## src/rtl/temporal_encoder_n.sv

```systemverilog
// Temporal encoder: converts a vector of lane values into per-lane edge or pulse
// timing inside a free-running gamma cycle, with a one-deep shadow buffer for loads.
module temporal_encoder_n #(
    parameter int unsigned NUM_INPUTS        = 4,
    parameter int unsigned GAMMA_CYCLE_WIDTH = 16,
    parameter int unsigned PULSE_WIDTH       = 8,
    parameter int unsigned ENCODING          = 0,
    parameter int unsigned VAL_W             = $clog2(GAMMA_CYCLE_WIDTH) + 1
) (
    input  logic                                 clk,
    input  logic                                 grst,
    input  logic                                 load_valid,
    input  logic [NUM_INPUTS*VAL_W-1:0]          load_values,
    output logic                                 load_ready,
    output logic [NUM_INPUTS-1:0]                y,
    output logic                                 gamma_start,
    output logic [$clog2(GAMMA_CYCLE_WIDTH)-1:0] gamma_count
);

    localparam int unsigned CNT_W = $clog2(GAMMA_CYCLE_WIDTH);
    localparam logic [CNT_W-1:0] LAST_CNT = CNT_W'(GAMMA_CYCLE_WIDTH - 1);
    localparam logic [VAL_W-1:0] INF_VAL = '1;

    logic [CNT_W-1:0]            cnt, cnt_n;
    logic [NUM_INPUTS*VAL_W-1:0] shadow, shadow_n;
    logic [NUM_INPUTS*VAL_W-1:0] act, act_n;
    logic                        shadow_full, shadow_full_n;
    logic [NUM_INPUTS-1:0]       y_n;
    logic [VAL_W-1:0]            lane;
    logic                        wrap, accept, finite, started;

    // Next-state: gamma counter, shadow handshake and wrap-edge transfer
    always_comb begin
        wrap          = (cnt == LAST_CNT);
        accept        = load_valid & load_ready;
        cnt_n         = wrap ? '0 : cnt + CNT_W'(1);
        shadow_n      = shadow;
        shadow_full_n = shadow_full;
        act_n         = act;
        if (wrap) begin
            if (shadow_full) begin
                act_n         = shadow;
                shadow_full_n = 1'b0;
            end else begin
                act_n = {NUM_INPUTS{INF_VAL}};
            end
        end
        if (accept) begin
            shadow_n      = load_values;
            shadow_full_n = 1'b1;
        end
    end

    // Lane outputs for the coming cycle, computed from next-state so y is a flop
    always_comb begin
        y_n     = '0;
        lane    = '0;
        finite  = 1'b0;
        started = 1'b0;
        for (int i = 0; i < int'(NUM_INPUTS); i++) begin
            lane    = act_n[i*VAL_W +: VAL_W];
            finite  = 32'(lane) < 32'(GAMMA_CYCLE_WIDTH);
            started = 32'(cnt_n) >= 32'(lane);
            if (ENCODING == 0) begin
                y_n[i] = finite & started;
            end else begin
                y_n[i] = finite & started &
                         ((32'(cnt_n) - 32'(lane)) < 32'(PULSE_WIDTH));
            end
        end
    end

    always_ff @(posedge clk) begin
        if (grst) begin
            cnt         <= '0;
            shadow      <= '0;
            shadow_full <= 1'b0;
            act         <= {NUM_INPUTS{INF_VAL}};
            y           <= '0;
            load_ready  <= 1'b1;
        end else begin
            cnt         <= cnt_n;
            shadow      <= shadow_n;
            shadow_full <= shadow_full_n;
            act         <= act_n;
            y           <= y_n;
            load_ready  <= ~shadow_full_n;
        end
    end

    // Boundary marker is suppressed while reset is held
    assign gamma_start = (cnt == '0) & ~grst;
    assign gamma_count = cnt;

endmodule

```

## config.mk

```make
export PLATFORM = sky130hd
export DESIGN_NAME = temporal_encoder_n
export DESIGN_NICKNAME = d
export VERILOG_FILES = /design/src/rtl/temporal_encoder_n.sv
export SDC_FILE = /design/constraint.sdc
export NUM_CORES = 1
export LEC_CHECK = 0
export BUFFER_PORTS_ARGS = -buffer_cell sky130_fd_sc_hd__buf_4
export CAP_MARGIN = 5
export CELL_PAD_IN_SITES_DETAIL_PLACEMENT = 1
export CELL_PAD_IN_SITES_GLOBAL_PLACEMENT = 1
export CORE_MARGIN = 3
export CORE_UTILIZATION = 43
export DETAILED_ROUTE_END_ITERATION = 10
export PLACE_DENSITY_LB_ADDON = 0.12
export SETUP_SLACK_MARGIN = 0.15
export SYNTH_ARGS = -nofsm -noshare
export SYNTH_HDL_FRONTEND = slang
export SYNTH_SLANG_ARGS = --single-unit
```

## constraint.sdc

```tcl
create_clock -name clk -period 2.7 [get_ports clk]
set_clock_uncertainty 0.15 [all_clocks]
set_input_delay 0.27 -clock clk [delete_from_list [all_inputs] [get_ports clk]]
set_output_delay 0.27 -clock clk [all_outputs]
set_load 0.03 [all_outputs]
```

==> impl_results.rst <==
.. list-table::
   :header-rows: 1

   * - Metric
     - Value
   * - Required arrival time at the worst endpoint
     - ~2700 ps
   * - GRT Resource Usage Total
     - 0.1792
   * - Kind of capture point of the worst setup path
     - flop
   * - Worst-case register-to-register setup slack
     - between 400 and 500 ps
   * - Residual antenna-violating net count after detailed routing
     - 0
   * - Post-route clock period utilization
     - 0.8350
   * - Antenna Cells
     - 0
   * - # resized after CTS
     - 0
   * - 1st-pass router iterations
     - 4
   * - Class of the tightest hold or removal check
     - in -> reg
   * - Layout-stage area growth over the synthesis result
     - 16.33%
   * - Gate count after technology mapping
     - about 250
   * - Synthesis Warnings
     - 0
   * - Final estimated routing congestion in global placement
     - ~0.74
   * - Outcome
     - complete, no violations
   * - TritonCTS clock tree
     - built
   * - Total standard cell area after synthesis
     - around 2300 um2
   * - Number of top-level pins
     - 33
   * - Area of the die
     - 6202 um2
   * - Number of slew-limit violations in the final report
     - 0
   * - Die Width
     - ~79 um
   * - Endpoint arrival time on the critical path
     - ~2300 ps
   * - Number of hold-slack violations in the final timing report
     - 0
   * - Largest net degree at the start of global routing
     - 36
   * - Leading cell type in the layout, fill and taps excluded
     - sky130_fd_sc_hd__nand2_1
   * - Aggregate global routing overflow
     - 0
   * - Leading cell types in the layout, fill and taps excluded
     - 60 x sky130_fd_sc_hd__nand2_1, 50 x sky130_fd_sc_hd__dfxtp_1, 32 x sky130_fd_sc_hd__buf_4, 23 x sky130_fd_sc_hd__a21oi_1, 18 x sky130_fd_sc_hd__ha_1
   * - Sequential element share of the synthesized area
     - 0.4398
   * - Distinct cell type count of the synthesized netlist
     - 28
   * - Floorplan die height
     - between 70 and 80 um
   * - Stage delay of the slowest cell on the critical path
     - roughly 400 ps
   * - Number of antenna violations at the first check in global routing
     - 0
   * - Hold-fix buffers, CTS
     - 0
   * - H-Tree Level Count
     - 2
   * - Post-detailed-route via-to-cell ratio
     - ~5
   * - Fraction of layout instances using a drive strength above 1
     - 0.2050
   * - Post-route setup TNS
     - 0 ps
   * - Leakage power summed over all cells
     - 0.001160 uW
   * - Pwr/cell area
     - ~560 nW/um2
   * - Most area-consuming cells after synthesis
     - sky130_fd_sc_hd__dfxtp_1 44%, sky130_fd_sc_hd__ha_1 9.9%, sky130_fd_sc_hd__nand2_1 9.9%, sky130_fd_sc_hd__mux2i_2 5.4%, sky130_fd_sc_hd__a21oi_1 5.1%
   * - Final routed wirelength across all metal layers
     - about 5.0 mm
   * - Clock Latency Late Sink
     - 300 ps
   * - Number of fillers in the final layout
     - ~600
   * - Most used cell, CP
     - sky130_fd_sc_hd__ha_1
   * - Post-synthesis area per instance
     - around 9.1 um2
   * - Share of the synthesized area in the top cell type
     - 0.4398
   * - Clk root buf
     - sky130_fd_sc_hd__clkbuf_8
   * - Max_slew headroom
     - 0.5007
   * - CP Max Fanout
     - 23
   * - FMAX
     - approximately 0.44 GHz
   * - Via count of the first global-routing pass
     - 1,795
   * - Flip-flop and latch count after synthesis
     - 50
   * - Share of synthesized registers carrying an async set or reset
     - 0
   * - Core Region
     - between 4000 and 5000 um2
   * - Total number of vias
     - 1,745
   * - Time the final worst path needs with I/O delays and setup
     - roughly 2300 ps
   * - Max capacitance violation total
     - 0
   * - Clk buf depth
     - 2
   * - Sinks on the clock net
     - 50
   * - Number of rows created at floorplan
     - 25
   * - First-pass GRT wire length
     - roughly 8.7 mm
   * - Setup repair bufs after CTS
     - 0
   * - Effective utilization at floorplan
     - 0.4634
   * - Average routed wire per standard cell
     - ~14 um
   * - Worst-margin pin slew
     - 747.1 ps
   * - DP Worst Slack
     - around 440 ps
   * - Master of the slowest instance on the critical path
     - sky130_fd_sc_hd__dfxtp_1
   * - Most instantiated flip-flop cell in the synthesis netlist
     - sky130_fd_sc_hd__dfxtp_1
   * - Total CTS buffers
     - 5
   * - RSZ-0062 raised after global routing
     - false
   * - Smallest setup slack after layout
     - 445.6 ps
   * - Net count reported at finish
     - between 300 and 400
   * - Cell breakdown of the critical path
     - ha_1, nand3_2, buf_12, nand2_1, o21ai_1, ha_1, o21ai_0, a221oi_2
   * - Final setup violation count
     - 0
   * - IR drop worst, VDD
     - 0.3372 mV
   * - Cell taking the most area after synthesis
     - sky130_fd_sc_hd__dfxtp_1
   * - Detailed Place HPWL
     - roughly 3.6 mm
   * - DRC viols
     - 0
   * - Number of enable flip-flop cells after synthesis
     - 0
   * - Number of DRC markers after the initial detailed-route iteration
     - 49
   * - CTS clk-pin slew, worst paths
     - about 90 ps
   * - Number of nets in the synthesized netlist
     - 292
   * - Critical path startpoint category
     - flop
   * - Crit path kind
     - reg -> reg
   * - Buffers added on ports
     - 32
## critical path, delay by kind of cell (launching register included)
family / cells / cell delay (ps)
and+or+nand+nor: 2 / 370
AOI/OAI and AO/OA: 3 / 410
adders and majority gates: 2 / 520
DFF: 1 / 400
buffers and inverters: 1 / 270
## kinds of logic after synthesis
logic type | share of synthesized area
AND/OR/NAND/NOR | 0.1946
flip-flops | 0.4398
AO/OA/AOI/OAI | 0.1215
buffers and inverters | 0.05608
adder cells (fa/ha/maj) | 0.09896
multiplexers | 0.08521
XOR/XNOR | 0.003849
## synth_stat cells, drive strengths merged, types with 5 or more instances
master,n
inv,12
nor2b,5
o21ai,13
nand2b,12
nor2,5
mux2i,16
a21oi,23
nand2,60
ha,18
clkbuf,5
buf,9
dfxtp,50
## report_power, final
group / internal (uW) / leakage, uW / switching [uW] / total (uW)
sequential: 761 / 0.000408 / 21.0 / 782
clock: 277 / 0.0000514 / 252 / 528
combinational: 70.5 / 0.000701 / 100 / 171
total: 1110 / 0.00116 / 373 / 1480
## through the flow
stage                     total power [uW]  instances  cell area, um2  hold WS (ps)    util
after floorplan                      904.8        251            2276         256.0       -
after global placement               965.6        337            2537         287.1  0.5167
after detailed placement             973.3        337            2537         296.9  0.5167
after CTS                             1496        345            2648         47.23  0.5391
after global routing                  1557        345            2648         58.07  0.5391
final                                 1481        345            2648         56.65  0.5391
## routing by layer
layer / share of wire / global-route usage / wire length [um] / vias up
met3: 0.036 / 0.03855 / 178 / 9
met1: 0.50 / 0.2420 / 2473 / 814
li1: - / - / - / 888
met5: 0 / 0 / 0 / -
met4: 0.018 / 0.06818 / 89 / 0
met2: 0.45 / 0.2801 / 2217 / 34
## state kept, by name, indices dropped and copies added (netlist names)
register and flops:
y 4, gamma_count 4, act 20, shadow 20, shadow_full 1, load_ready 1
## final cells by class
cell class              count  area, um2  share of cell area
multi-input cells         175       1147              0.4334
inverters                  12      45.04             0.01701
clock buffers               6      72.57             0.02741
clock inverters             2      37.54             0.01418
flip-flops and latches     50       1001              0.3781
well taps                  67      83.83             0.03166
repair buffers             33      260.3             0.09830
## worst paths after layout
path,depth (start not counted),endpoint,startpoint
setup / recovery,8,y[1],gamma_count[0]
hold / removal,3,shadow[17],load_values[17]
setup reg to reg,8,y[1],gamma_count[0]
hold reg to reg,2,shadow[2],shadow[2]
(Power assumes the default switching activity.)
